`config.mk`:
```
export PLATFORM = sky130hd
export DESIGN_NAME = cp0_exception_ctrl
export DESIGN_NICKNAME = d
export VERILOG_FILES = /design/src/rtl/cp0_exception_ctrl.sv
export SDC_FILE = /design/constraint.sdc
export NUM_CORES = 1
export LEC_CHECK = 0
export BUFFER_PORTS_ARGS = -buffer_cell sky130_fd_sc_hd__buf_4
export CAP_MARGIN = 25
export CORE_MARGIN = 2
export CORE_UTILIZATION = 40
export DETAILED_ROUTE_END_ITERATION = 12
export HOLD_SLACK_MARGIN = 0.12
export SLEW_MARGIN = 20
export SYNTH_ARGS = -nofsm -noshare
export SYNTH_HDL_FRONTEND = slang
export SYNTH_SLANG_ARGS = --single-unit
```
`constraint.sdc`:
```
create_clock -name clk -period 8.2 [get_ports clk]
set_input_delay 1.64 -clock clk [delete_from_list [all_inputs] [get_ports clk]]
set_output_delay 1.64 -clock clk [all_outputs]
set_load 0.1 [all_outputs]
```
`src/rtl/cp0_exception_ctrl.sv`:
```
// Commit-stage exception/interrupt sequencer: owns the CP0 write port and
// steps through BadVAddr, Cause, EPC, Status writes before redirecting fetch.
module cp0_exception_ctrl #(
    parameter int              WIDTH      = 32,
    parameter logic [WIDTH-1:0] EXC_VECTOR = 32'hBFC00380
) (
    input  logic             clk,
    input  logic             rst,
    input  logic             inst_valid,
    input  logic [WIDTH-1:0] inst_pc,
    input  logic             inst_bd,
    input  logic             exc_valid,
    input  logic [4:0]       exc_code,
    input  logic             exc_has_badv,
    input  logic [WIDTH-1:0] exc_badvaddr,
    input  logic             eret_valid,
    input  logic [7:0]       int_pending,
    input  logic [WIDTH-1:0] status_in,
    input  logic [WIDTH-1:0] epc_in,
    output logic             cp0_we,
    output logic [4:0]       cp0_waddr,
    output logic [WIDTH-1:0] cp0_wdata,
    output logic             flush,
    output logic             busy,
    output logic             redirect_valid,
    output logic [WIDTH-1:0] redirect_pc
);

    localparam logic [2:0] S_IDLE     = 3'd0;
    localparam logic [2:0] S_W_BADV   = 3'd1;
    localparam logic [2:0] S_W_CAUSE  = 3'd2;
    localparam logic [2:0] S_W_EPC    = 3'd3;
    localparam logic [2:0] S_W_STATUS = 3'd4;
    localparam logic [2:0] S_E_STATUS = 3'd5;
    localparam logic [2:0] S_REDIRECT = 3'd6;

    function automatic logic [WIDTH-1:0] cause_word(input logic bd, input logic [7:0] ip,
                                                    input logic [4:0] code);
        logic [31:0] w;
        w = {bd, 15'b0, ip, 1'b0, code, 2'b00};
        return WIDTH'(w);
    endfunction

    function automatic logic [WIDTH-1:0] with_exl(input logic [WIDTH-1:0] stat, input logic exl);
        logic [WIDTH-1:0] r;
        r    = stat;
        r[1] = exl;
        return r;
    endfunction

    logic [2:0]       state_r, state_s;
    logic [4:0]       code_r, code_s;
    logic             bd_r, bd_s;
    logic [WIDTH-1:0] epc_r, epc_s;
    logic [WIDTH-1:0] badv_r, badv_s;
    logic [7:0]       ip_r, ip_s;
    logic [WIDTH-1:0] stat_r, stat_s;
    logic [WIDTH-1:0] target_r, target_s;
    logic             has_badv_r, has_badv_s;
    logic             eret_r, eret_s;

    logic             we_s, flush_s, busy_s, rv_s;
    logic [4:0]       waddr_s;
    logic [WIDTH-1:0] wdata_s, rpc_s;

    logic int_req_s, exc_req_s, eret_req_s;

    assign int_req_s  = inst_valid & status_in[0] & ~status_in[1] & (|(int_pending & status_in[15:8]));
    assign exc_req_s  = inst_valid & exc_valid;
    assign eret_req_s = inst_valid & eret_valid;

    // Next state and capture values; requests are only looked at from IDLE.
    always_comb begin
        state_s    = state_r;
        code_s     = code_r;
        bd_s       = bd_r;
        epc_s      = epc_r;
        badv_s     = badv_r;
        ip_s       = ip_r;
        stat_s     = stat_r;
        target_s   = target_r;
        has_badv_s = has_badv_r;
        eret_s     = eret_r;
        case (state_r)
            S_IDLE: begin
                if (int_req_s || exc_req_s) begin
                    code_s     = int_req_s ? 5'd0 : exc_code;
                    bd_s       = inst_bd;
                    epc_s      = inst_bd ? (inst_pc - WIDTH'(32'd4)) : inst_pc;
                    badv_s     = exc_badvaddr;
                    has_badv_s = ~int_req_s & exc_has_badv;
                    ip_s       = int_pending;
                    stat_s     = status_in;
                    eret_s     = 1'b0;
                    state_s    = (~int_req_s & exc_has_badv) ? S_W_BADV : S_W_CAUSE;
                end else if (eret_req_s) begin
                    stat_s   = status_in;
                    target_s = epc_in;
                    eret_s   = 1'b1;
                    state_s  = S_E_STATUS;
                end else begin
                    state_s = S_IDLE;
                end
            end
            S_W_BADV:   state_s = S_W_CAUSE;
            S_W_CAUSE:  state_s = S_W_EPC;
            S_W_EPC:    state_s = S_W_STATUS;
            S_W_STATUS: state_s = S_REDIRECT;
            S_E_STATUS: state_s = S_REDIRECT;
            S_REDIRECT: state_s = S_IDLE;
            default:    state_s = S_IDLE;
        endcase
    end

    // Outputs are decoded from the next state so they can be registered with it.
    always_comb begin
        we_s    = 1'b0;
        waddr_s = 5'd0;
        wdata_s = {WIDTH{1'b0}};
        rv_s    = 1'b0;
        rpc_s   = redirect_pc;
        case (state_s)
            S_W_BADV: begin
                we_s    = 1'b1;
                waddr_s = 5'd8;
                wdata_s = badv_s;
            end
            S_W_CAUSE: begin
                we_s    = 1'b1;
                waddr_s = 5'd13;
                wdata_s = cause_word(bd_s, ip_s, code_s);
            end
            S_W_EPC: begin
                we_s    = 1'b1;
                waddr_s = 5'd14;
                wdata_s = epc_s;
            end
            S_W_STATUS: begin
                we_s    = 1'b1;
                waddr_s = 5'd12;
                wdata_s = with_exl(stat_s, 1'b1);
            end
            S_E_STATUS: begin
                we_s    = 1'b1;
                waddr_s = 5'd12;
                wdata_s = with_exl(stat_s, 1'b0);
            end
            S_REDIRECT: begin
                rv_s  = 1'b1;
                rpc_s = eret_s ? target_s : EXC_VECTOR;
            end
            default: begin
                we_s = 1'b0;
            end
        endcase
        flush_s = (state_r == S_IDLE) && (state_s != S_IDLE);
        busy_s  = (state_s != S_IDLE);
    end

    // State, capture and output registers; reset aborts any sequence in flight.
    always_ff @(posedge clk or posedge rst) begin
        if (rst) begin
            state_r        <= S_IDLE;
            code_r         <= 5'd0;
            bd_r           <= 1'b0;
            epc_r          <= {WIDTH{1'b0}};
            badv_r         <= {WIDTH{1'b0}};
            ip_r           <= 8'd0;
            stat_r         <= {WIDTH{1'b0}};
            target_r       <= {WIDTH{1'b0}};
            has_badv_r     <= 1'b0;
            eret_r         <= 1'b0;
            cp0_we         <= 1'b0;
            cp0_waddr      <= 5'd0;
            cp0_wdata      <= {WIDTH{1'b0}};
            flush          <= 1'b0;
            busy           <= 1'b0;
            redirect_valid <= 1'b0;
            redirect_pc    <= {WIDTH{1'b0}};
        end else begin
            state_r        <= state_s;
            code_r         <= code_s;
            bd_r           <= bd_s;
            epc_r          <= epc_s;
            badv_r         <= badv_s;
            ip_r           <= ip_s;
            stat_r         <= stat_s;
            target_r       <= target_s;
            has_badv_r     <= has_badv_s;
            eret_r         <= eret_s;
            cp0_we         <= we_s;
            cp0_waddr      <= waddr_s;
            cp0_wdata      <= wdata_s;
            flush          <= flush_s;
            busy           <= busy_s;
            redirect_valid <= rv_s;
            redirect_pc    <= rpc_s;
        end
    end

endmodule
```
; Yosys cells after proc, flatten, opt, wreduce, memory -nomap -nowiden
; Cells that the tools add are included.
[classes]
addsub = 1
mux = 30
n_eq_ne = 11
reduce_logical = 10
bitwise = 9
[ops]
columns = op, n
row1 = 32-bit 2-to-1 mux, 12
row2 = 32-bit case mux with 5 select lines, 1
row3 = "32-bit by 3-bit subtractor with 32-bit output, second input constant", 1
row4 = 8-bit 2-to-1 mux, 2
row5 = 4-bit case mux with 4 select lines, 1
row6 = "3-bit equality test, second input constant", 5
row7 = 5-bit 2-to-1 mux, 3
row8 = 3-bit case mux with 5 select lines, 1
row9 = "3-bit by 2-bit equality test with 1-bit output, second input constant", 4
row10 = 8-bit bitwise AND, 1
row11 = 8-bit OR reduction, 1
row12 = 1-bit 2-to-1 mux, 7
row13 = 1-bit bitwise AND, 6
row14 = "3-bit by 1-bit equality test with 1-bit output, second input constant", 2
row15 = 3-bit 2-to-1 mux, 2
row16 = 5-bit OR reduction, 1
row17 = 2-bit OR reduction, 2
row18 = 3-bit zero test, 1
row19 = 3-bit nonzero test, 1
row20 = 2-bit 2-to-1 mux, 1
row21 = 1-bit NOT, 2
row22 = 2-bit AND reduction, 1
row23 = 2-bit nonzero test, 1
row24 = 1-bit logical AND, 1
row25 = 1-bit logical OR, 1
[word_totals]
register_bits = 219
inputBits = 148
out_inout_bits = 73

; Logic depth before layout (Yosys ltp)
; Gate-level depths: netlist of run 1.
[logic_depth]
depth_word = 11
depth_mapped = 10

; Worst setup path before layout of run 1
; No wires, ideal clock.
[synth_timing]
kind = input -> register
start = in status_in[11]
end = reg cp0_wdata[8]
path_buffers = 1
stages = 8
setup_ns = 0.126
required_time_ns = 8.074
setup_slack_ns = 4.825
arrival_time_ns = 3.249
cell_sequence = a22oi_1 nand4_2 a21boi_4 inv_2 buf_6 a221o_1 a22o_1 a221o_1
[synth_via]
elab_cells_between_ends = 23
cone_classes = eq/ne: 5 / mux: 12 / bitwise: 4 / reduce/logical: 2
[synth_rtl]
columns = item, line
row1 = from (decl), 18  ; input logic [WIDTH-1:0] status_in,
row2 = 8-bit bitwise AND, 68  ; assign int_req_s = inst_valid & status_in[0] & ~status_in[1] & (|(int_pending & status_in[15:8]));
row3 = 8-bit OR reduction, 68
row4 = 1-bit bitwise AND, 68
row5 = 1-bit logical OR, 86  ; if (int_req_s || exc_req_s) begin
row6 = 32-bit 2-to-1 mux, 86
row7 = 32-bit 2-to-1 mux, 84  ; case (state_r)
row8 = net stat_s[8], 57  ; logic [WIDTH-1:0] stat_r, stat_s;
row9 = 32-bit case mux with 5 select lines, 122  ; case (state_s)
row10 = net wdata_s[8], 64  ; logic [WIDTH-1:0] wdata_s, rpc_s;
row11 = to (signal assigned), 175  ; cp0_wdata <= {WIDTH{1'b0}};
row12 = to (signal assigned), 193  ; cp0_wdata <= wdata_s;
row13 = to (decl), 22  ; output logic [WIDTH-1:0] cp0_wdata,
; The timed path passes the listed nets, and every way through them passes these cells.
; A chain may end at the register's enable or synchronous reset.

; Worst setup path in the final report of run 1
[layout_timing]
start = in status_in[15]
end = reg cp0_wdata[8]
[layout_via]
elab_cells_between_ends = 23
cone_classes = eq/ne: 5 / mux: 12 / bitwise: 4 / reduce/logical: 2
[layout_rtl]
columns = item, line
row1 = 8-bit bitwise AND, 68
row2 = 8-bit OR reduction, 68
row3 = 1-bit bitwise AND, 68
row4 = 1-bit logical OR, 86
row5 = 8-bit 2-to-1 mux, 86
row6 = 8-bit 2-to-1 mux, 84
row7 = net ip_s[0], 56  ; logic [7:0] ip_r, ip_s;
row8 = 32-bit case mux with 5 select lines, 122
row9 = net wdata_s[8], 64
; The timed path passes the listed nets, and every way through them passes these cells.

==> results of run 1 <==
## flip-flops by register name, summed over array words and instances, names as in the netlist, 3 cells and up
signal	flops
cp0_waddr	4
ip_r	8
redirect_pc	32
state_r	3
badv_r	32
cp0_wdata	32
target_r	32
epc_r	32
stat_r	31
code_r	5
## logic make-up after synthesis
logic type	count (synthesis)	share of synthesized area, %
AO/OA/AOI/OAI	132	10.93
AND/OR/NAND/NOR	242	12.35
adder cells (fa/ha/maj)	1	0.1393
buffers and inverters	48	2.688
multiplexers	82	10.57
XOR/XNOR	29	2.827
flip-flops	217	60.45
other	1	0.04174
## power by group
part | leakage, nW | internal (mW) | total, mW | switching [mW]
logic | 2.47 | 0.629 | 2.07 | 1.44
clock network | 0.386 | 0.614 | 1.03 | 0.419
registers | 2.65 | 1.53 | 1.68 | 0.152
total | 5.51 | 2.77 | 4.78 | 2.01
## synth_stat cells (all sizes together), types with 13 or more instances
cell / number / area share (%)
o22a: 13 / 1.3
mux2: 82 / 11
xnor2: 24 / 2.3
a21oi: 27 / 1.5
a22o: 23 / 2.2
nand2: 117 / 4.9
buf: 24 / 1.7
and2: 17 / 1.2
clkbuf: 17 / 0.71
nor2: 49 / 2.1
nor3: 15 / 0.84
dfrtp: 217 / 60
o21ai: 20 / 1.2
a22oi: 14 / 1.2
## cell usage in the layout, fill, tap and decap left out, types with 3 or more instances in the layout
cell,synthesis,final
buf_4,5,226
a221o_1,10,10
dfrtp_1,217,217
o21ai_1,4,3
mux2_4,7,7
clkbuf_8,0,7
a21oi_1,26,26
nor2_1,47,46
a211o_1,12,12
nand2_1,117,117
nor4_1,9,9
xor2_1,5,5
clkbuf_16,0,25
mux2_2,63,63
a22oi_1,14,14
or3_1,3,3
o21ai_0,14,14
nand3b_1,3,3
xnor2_1,24,24
nor2_2,2,3
inv_1,5,4
nor3_1,15,14
o21a_1,3,3
o22a_1,12,12
mux2_1,12,12
and2_1,17,17
a22o_1,23,23
nand3_1,12,12
clkinv_2,0,7
## path summary, 6_finish.rpt
check	startpoint	end	cells past startpoint
max in group asynchronous	rst	stat_r[6]	3
min	ip_r[2]	ip_r[2]	2
max reg2reg	state_r[2]	cp0_wdata[10]	7
max	status_in[15]	cp0_wdata[8]	8
min in group asynchronous	rst	cp0_wdata[23]	2
min reg2reg	ip_r[2]	ip_r[2]	2
## layer usage
| metal | GRT usage [%] | part of all wire [%] |
|---|---|---|
| met1 | 28.67 | 47 |
| met2 | 31.19 | 46 |
| met3 | 4.059 | 5.8 |
| met4 | 3.293 | 0.77 |
| met5 | 0 | 0 |
## worst max-delay path, cell delays in order
cell and delay, ns:
buf_4 0.11, a22oi_1 0.39, nand4_2 0.28, a21oi_4 0.51, buf_4 0.57, mux2_2 0.41
a22o_1 0.19, a221o_1 0.26
## layout make-up
type / count / area (µm²) / share of cell area [%]
clock inverters: 9 / 50.05 / 0.4302
repair buffers: 226 / 1697 / 14.58
clock buffers: 32 / 721.9 / 6.206
flip-flops and latches: 217 / 5430 / 46.68
inverters: 7 / 38.79 / 0.3334
multi-input cells: 487 / 3346 / 28.76
well taps: 280 / 350.3 / 3.011
==> flow_summary.ini, run 1 <==
[status]
status = finished, final reports clean

[grt]
grt_util_all_layers_pct = 19.71
grt_pass1_vias = 6624
grt_pass1_wl_um = 36870
grt_overflow = 0
grt_max_degree = 151
antenna_found_initial = 0

[logic_synthesis]
synth_edf_count = 0
synth_fp_nets = 901
syn_avg_cell_area_um2 = 11.95
synth.cell_area_um2 = 8984
ys_ff_latch = 217
yosysUniqueCellTypes = 59
postSynth.asyncResetShare_pct = 100.0
synth_warnings = 0
synth_flop_cell = dfrtp_1
synthCells = 752
yosysSeqAreaShare_pct = 60.45

[route]
drcViolationCount = 0
ant_nets = 0
wl_per_cell_um = 18.67
num_vias = 6480
drt_pass1_iterations = 8
drt-initial-drc-count = 379
postRouteWirelength_um = 23490
via_per_inst = 5.151

[clocking]
clk_latency_ns = 0.50
path_clk_slew_ns = 0.06
cts_root_buf = clkbuf_16
cts_sinks = 217
ctsHoldBuffers = 0
cts-buffers-inserted = 24
h-tree-depth = 1
cts_buffer_depth = 3
cts_resized = 0
cts_setup_buffers = 0
cts_tree = done

[setup_path]
crit_path_start_kind = input port
cp-end-kind = flop
path_class = in2reg
crit_arrival_ns = 4.40
r2r_setup_slack_ns = 5.15
cp.required_ns = 8.59
crit_fanout = 49

[sta]
setup_violations = 0
worst_slack_ns = 4.189
maxSlewViolCount = 0
finalClockSkew_ns = 0.01011
worst_pin_slew_ns = 0.8598
achievable-frequency_mhz = 249.3
finalHoldViolCount = 0
max-slew-margin-rel_pct = 42.68
rsz0062_at_grt = false
fin_crit_ns = 4.011
fin_crit_sh_pct = 48.91
hold-worst-slack_ns = 0.4718
finalSetupTns_ns = 0

[placement]
post-place-ws_ns = 3.659
dp.cells = 1217
globalplace.congestion = 0.8194
buffer_ports.inserted = 219
place_area_um2 = 10860
dp_hpwl_um = 15960

[layout]
fill_cells = 1992
fin_util_pct = 52.98
drive_gt1_share_pct = 36.30
fin_cells = 1258
stdcell_area_um2 = 11630
nets = 1112
syn_to_final_growth_pct = 29.50
antennaDiodeCount = 0

[hold_path]
hold_path.class = reg2reg

[floorplanning]
coreArea_um2 = 21960
die_h_um = 153.9
fp.dieW_um = 153.9
fp-row-count = 54
initial_core_util_pct = 40.91
die_area_um2 = 23670
io_pins = 221

[power_and_ir_drop]
vdd_ir_drop_max_mv = 0.2445
finalPower_mw = 4.780
power.leakage_nw = 5.510
power.density_nw_per_um2 = 410.9

[run]
drv_cap = 0
(Power assumes the default switching activity.)
==> run 2: changes to the inputs <==
--- a/config.mk
+++ b/config.mk
@@ -5,6 +5,7 @@
 export SDC_FILE = /design/constraint.sdc
 export NUM_CORES = 1
 export LEC_CHECK = 0
+export ABC_AREA = 1
 export BUFFER_PORTS_ARGS = -buffer_cell sky130_fd_sc_hd__buf_4
 export CAP_MARGIN = 25
 export CORE_MARGIN = 2
==> constraint.sdc (replaced) <==
create_clock -name clk -period 3.39 [get_ports clk]
set_input_delay 0.678 -clock clk [delete_from_list [all_inputs] [get_ports clk]]
set_output_delay 0.678 -clock clk [all_outputs]
set_load 0.1 [all_outputs]
==> flow_summary.ini, run 2 <==
[status]
status = finished, final reports clean

[placement]
place_area_um2 = 11710
dp.cells = 1685
buffer_ports.inserted = 219
dp_hpwl_um = 19010
globalplace.congestion = 0.8630

[route]
postRouteWirelength_um = 27060
ant_nets = 0
via_per_inst = 4.757
drt_pass1_iterations = 5
drcViolationCount = 0
drt-initial-drc-count = 459
wl_per_cell_um = 15.65
num_vias = 8225

[sta]
fin_crit_sh_pct = 76.19
setup_violations = 0
hold-worst-slack_ns = 0.3200
finalHoldViolCount = 0
worst_pin_slew_ns = 0.8050
fin_crit_ns = 2.583
finalClockSkew_ns = 0.006178
maxSlewViolCount = 0
max-slew-margin-rel_pct = 46.22
achievable-frequency_mhz = 387.2
rsz0062_at_grt = false

[floorplanning]
die_area_um2 = 25780
initial_core_util_pct = 40.55
fp.dieW_um = 160.6
fp-row-count = 57
coreArea_um2 = 24180
die_h_um = 160.6
io_pins = 221

[setup_path]
crit_path_start_kind = flop
crit_arrival_ns = 2.98
path_class = reg2reg
crit_fanout = 34
cp.required_ns = 3.79
cp-end-kind = flop

[power_and_ir_drop]
finalPower_mw = 12.68
vdd_ir_drop_max_mv = 0.6614
power.density_nw_per_um2 = 1011
power.leakage_nw = 6.579

[logic_synthesis]
synthCells = 1178
synth_warnings = 0
synth_top_cell_by_area = dfrtp_1
ys_ff_latch = 217
yosys.area.top_type_share_pct = 55.39
ys_top_cells_by_count = nand2_1 (498), dfrtp_1 (217), nand3_1 (92), inv_1 (90), nor2_1 (49)
synth_fp_nets = 1327
syn_avg_cell_area_um2 = 8.322
postSynth.asyncResetShare_pct = 100.0
synth_flop_cell = dfrtp_1
yosysSeqAreaShare_pct = 55.39
synth_edf_count = 0
yosysUniqueCellTypes = 37
synth_area_leaders = dfrtp_1 (55%), nand2_1 (19%), nand3_1 (4.7%), inv_1 (3.4%), nor2_1 (1.9%)
yosysMostFrequentCell = nand2_1
synth.cell_area_um2 = 9803

[clocking]
cts_setup_buffers = 0
cts_resized = 0
cts-buffers-inserted = 25
cts_root_buf = clkbuf_16
cts_tree = done
cts_buffer_depth = 3
h-tree-depth = 1
ctsHoldBuffers = 0
path_clk_slew_ns = 0.06
cts_sinks = 217
clk_latency_ns = 0.51

[grt]
grt_pass1_vias = 8292
grt_pass1_wl_um = 43810
grt_overflow = 0
grt_util_all_layers_pct = 21.12
grt_max_degree = 72
antenna_found_initial = 1

[hold_path]
hold_path.class = in2async

[layout]
fill_cells = 2344
stdcell_area_um2 = 12540
nets = 1537
syn_to_final_growth_pct = 27.95
mostFrequentLayoutCells = nand2_1 (498), buf_4 (235), dfrtp_1 (217)
fin_util_pct = 51.88
antennaDiodeCount = 0
fin_cells = 1729
drive_gt1_share_pct = 23.06
layout_commonest_cell = nand2_1

[run]
drv_cap = 0
## run 2: cell types whose count changed after synthesis, sizes merged, moves of 12 or more
cell   before  now
a211o      12    0
nand3      12   96
o21ai      20   36
a22o       23    0
nand4       2   27
mux2       82    0
or2         3   17
o22a       13    0
inv         6   97
a22oi      14    0
a21oi      27   11
nand2     117  508
xnor2      24   12
buf        24   44
## run 2: through the flow
step,setup TNS (ns),setup slack [ns]
floorplan,-24.76,-0.1141
global placement,0,0.6366
detailed placement,0,0.5684
CTS,0,0.7813
global route,0,0.5888
finish,0,0.8073
## run 2: power by group
group	switching, mW	internal [mW]	total, mW
Combinational	4.41	1.44	5.84
Sequential	0.420	3.71	4.13
Clock	1.04	1.66	2.70
## run 2: path summary, 6_finish.rpt
check                                       end  depth (start not counted)             start  slack (ns)
worst max-delay path            redirect_pc[29]                         11        state_r[2]        0.81
worst min-delay path                  badv_r[5]                          2               rst        0.32
worst max register to register  redirect_pc[29]                         11        state_r[2]        0.81
worst min register to register        stat_r[0]                          2         stat_r[0]        0.47
max in group asynchronous              epc_r[2]                          3               rst        2.18
min in group clk                     badv_r[18]                          3  exc_badvaddr[18]        0.39
## run 2: logic make-up after synthesis
kind of cell             after synthesis  share of synthesized area, %
buffers and inverters                152                         7.084
flip-flops                           217                         55.39
adder cells (fa/ha/maj)                1                        0.1276
other                                  1                       0.03825
AO/OA/AOI/OAI                         49                         2.795
AND/OR/NAND/NOR                      731                         32.15
XOR/XNOR                              27                         2.412
## run 2: metal layers
metal  part of all wire [%]  vias up  GRT usage [%]
li1                       -     4061              -
met1                     47     3884          30.16
met2                     46      241          34.35
met3                    5.4       37          3.461
met4                    1.8        2          4.218
met5                  0.030        -              0
## run 2: critical path, stage by stage (launching register included)
cell	delay, ns
dfrtp_1	0.40
inv_2	0.39
nand3_2	0.18
nor2_2	0.19
nand3_4	0.10
buf_4	0.25
inv_2	0.23
o21a_2	0.15
buf_4	0.34
nand2_1	0.09
nand2_1	0.07
nand2_1	0.06
## run 2: area by class of cell
type / count / area, µm² / area share (%)
Multi-Input combinational cell: 809 / 3681 / 29.35
Tap cell: 324 / 405.4 / 3.232
Timing Repair Buffer: 238 / 1824 / 14.54
Clock buffer: 37 / 740.7 / 5.905
Sequential cell: 217 / 5430 / 43.29
Clock inverter: 7 / 91.34 / 0.7282
Inverter: 97 / 370.4 / 2.953
==> run 3: changes to the inputs <==
--- a/config.mk
+++ b/config.mk
@@ -5,13 +5,14 @@
 export SDC_FILE = /design/constraint.sdc
 export NUM_CORES = 1
 export LEC_CHECK = 0
-export ABC_AREA = 1
+export ABC_AREA = 0
 export BUFFER_PORTS_ARGS = -buffer_cell sky130_fd_sc_hd__buf_4
 export CAP_MARGIN = 25
 export CORE_MARGIN = 2
 export CORE_UTILIZATION = 40
 export DETAILED_ROUTE_END_ITERATION = 12
 export HOLD_SLACK_MARGIN = 0.12
+export PLACE_DENSITY = 0.65
 export SLEW_MARGIN = 20
 export SYNTH_ARGS = -nofsm -noshare
 export SYNTH_HDL_FRONTEND = slang
==> constraint.sdc (replaced) <==
create_clock -name clk -period 2.1 [get_ports clk]
set_input_delay 0.42 -clock clk [delete_from_list [all_inputs] [get_ports clk]]
set_output_delay 0.42 -clock clk [all_outputs]
set_load 0.1 [all_outputs]
==> flow_summary.ini, run 3 (synthesis results as in run 1) <==
[setup_path]
cp.required_ns = 2.48
cp-end-kind = flop
crit_arrival_ns = 2.70
path_cells = or3_4 > or2_4 > a21boi_4 > clkinv_4 > buf_12 > mux2_4 > and2_4 > a221o_1
path_class = reg2reg
path_depth = 8
crit_fanout = 8
crit_path_start_kind = flop
cpPeakStageDelay_ns = 0.41
cp_num_buf_inv = 2
worst_path_max_delay_cell = or3_4
cpLargestDelayFamily = simple AND/OR/NAND/NOR gates
rr_worst_depth = 8

[floorplanning]
fp.dieW_um = 153.9
coreArea_um2 = 21960
die_h_um = 153.9
initial_core_util_pct = 40.91
die_area_um2 = 23670
io_pins = 221
fp-row-count = 54

[sta]
finalHoldViolCount = 0
worst_pin_slew_ns = 0.5313
maxSlewViolCount = 0
max-slew-margin-rel_pct = 64.20
rsz0062_at_grt = true
setup_violations = 42
achievable-frequency_mhz = 432.5
finalClockSkew_ns = 0.006801
fin_crit_sh_pct = 110.1
fin_crit_ns = 2.312
worst_slack_ns = -0.2122

[layout]
nets = 1229
layout_commonest_cell = buf_4
fill_cells = 1859
fin_cells = 1379
mostFrequentLayoutCells = buf_4 (321), dfrtp_1 (217), nand2_1 (116)
syn_to_final_growth_pct = 44.99
drive_gt1_share_pct = 46.45

[clocking]
cts-buffers-inserted = 24
cts_sinks = 217
h-tree-depth = 1
cts_tree = done
clk_latency_ns = 0.51
path_clk_slew_ns = 0.06
cts_buffer_depth = 3
cts_root_buf = clkbuf_16

[power_and_ir_drop]
vdd_ir_drop_max_mv = 1.225
power.density_nw_per_um2 = 1563
power.leakage_nw = 6.275
finalPower_mw = 20.36

[grt]
antenna_found_initial = 1
grt_pass1_wl_um = 39140
grt_overflow = 0
grt_max_degree = 66
grt_util_all_layers_pct = 20.99
grt_pass1_vias = 7252

[placement]
post-place-ws_ns = -0.3554
globalplace.congestion = 0.8630
dp_hpwl_um = 17820
buffer_ports.inserted = 219
dp.cells = 1321

[route]
drt_pass1_iterations = 4
postRouteWirelength_um = 25420
drt-initial-drc-count = 404
num_vias = 7076
wl_per_cell_um = 18.44
drcViolationCount = 0
via_per_inst = 5.131
ant_nets = 0

[hold_path]
hold_path.class = in2reg
hold_depth = 3

[run]
drv_cap = 0

[status]
failed_checks = negative setup slack
status = finished with violations
run 3: layout make-up:
cell class,instances,area [µm²],share of cell area (%)
Inverter,7,35.03,0.2690
Clock inverter,9,132.6,1.018
Clock buffer,35,713.2,5.476
Antenna cell,1,2.502,0.01921
Sequential cell,217,5430,41.69
Multi-Input combinational cell,487,3522,27.04
Tap cell,280,350.3,2.690
Timing Repair Buffer,343,2839,21.80
run 3: where the power goes:
group          internal [mW]  total [mW]  switching [mW]
Clock                   2.73        4.41            1.67
Combinational           3.41        9.40            5.99
Sequential              5.98        6.56           0.584
run 3: metrics by stage:
step / TNS (ns) / hold slack (ns) / area (µm²) / utilization [%]
final: -3.978 / 0.1419 / 13030 / 59.32
after global routing: -7.676 / 0.1514 / 13030 / 59.32
after CTS: -5.156 / 0.1272 / 12890 / 58.69
after detailed placement: -16.07 / 0.4593 / 11880 / 54.09
after global placement: -14.69 / 0.4563 / 11880 / 54.09
after floorplan: -253.82 / 0.4352 / 9112 / -
run 3: repair_timing:
item	in CTS	in global routing
gates resized for setup	10	22
cloned	2	3
endpoints found under the hold margin	10	0
hold buffers	1	0
setup endpoints to repair	27	68
buffers inserted	6	2
pin swaps	4	4
run 3: worst reg2reg max path, stage by stage (launching register included):
cell and delay (ns):
dfrtp_1 0.38, or3_4 0.41, or2_4 0.25, a21boi_4 0.15, clkinv_4 0.13, buf_12 0.16, mux2_4 0.32, and2_4 0.13
a221o_1 0.26
run 3: per-layer routing:
metal	up-vias	wire length, µm	global-route usage (%)
met1	3499	11740	29.84
met4	0	580	5.652
li1	3292	-	-
met2	248	11720	34.13
met5	-	0	0
met3	37	1378	2.818
run 3: final timing paths:
| kind | start | end | slack [ns] |
|---|---|---|---|
| worst max-delay path | state_r[1] | cp0_wdata[18] | -0.21 |
| worst min-delay path | exc_badvaddr[7] | badv_r[7] | 0.14 |
| worst max register to register | state_r[1] | cp0_wdata[18] | -0.21 |
| worst min register to register | ip_r[2] | ip_r[2] | 0.47 |
| max in group asynchronous | rst | redirect_pc[12] | 0.95 |
| min in group asynchronous | rst | busy | 0.50 |
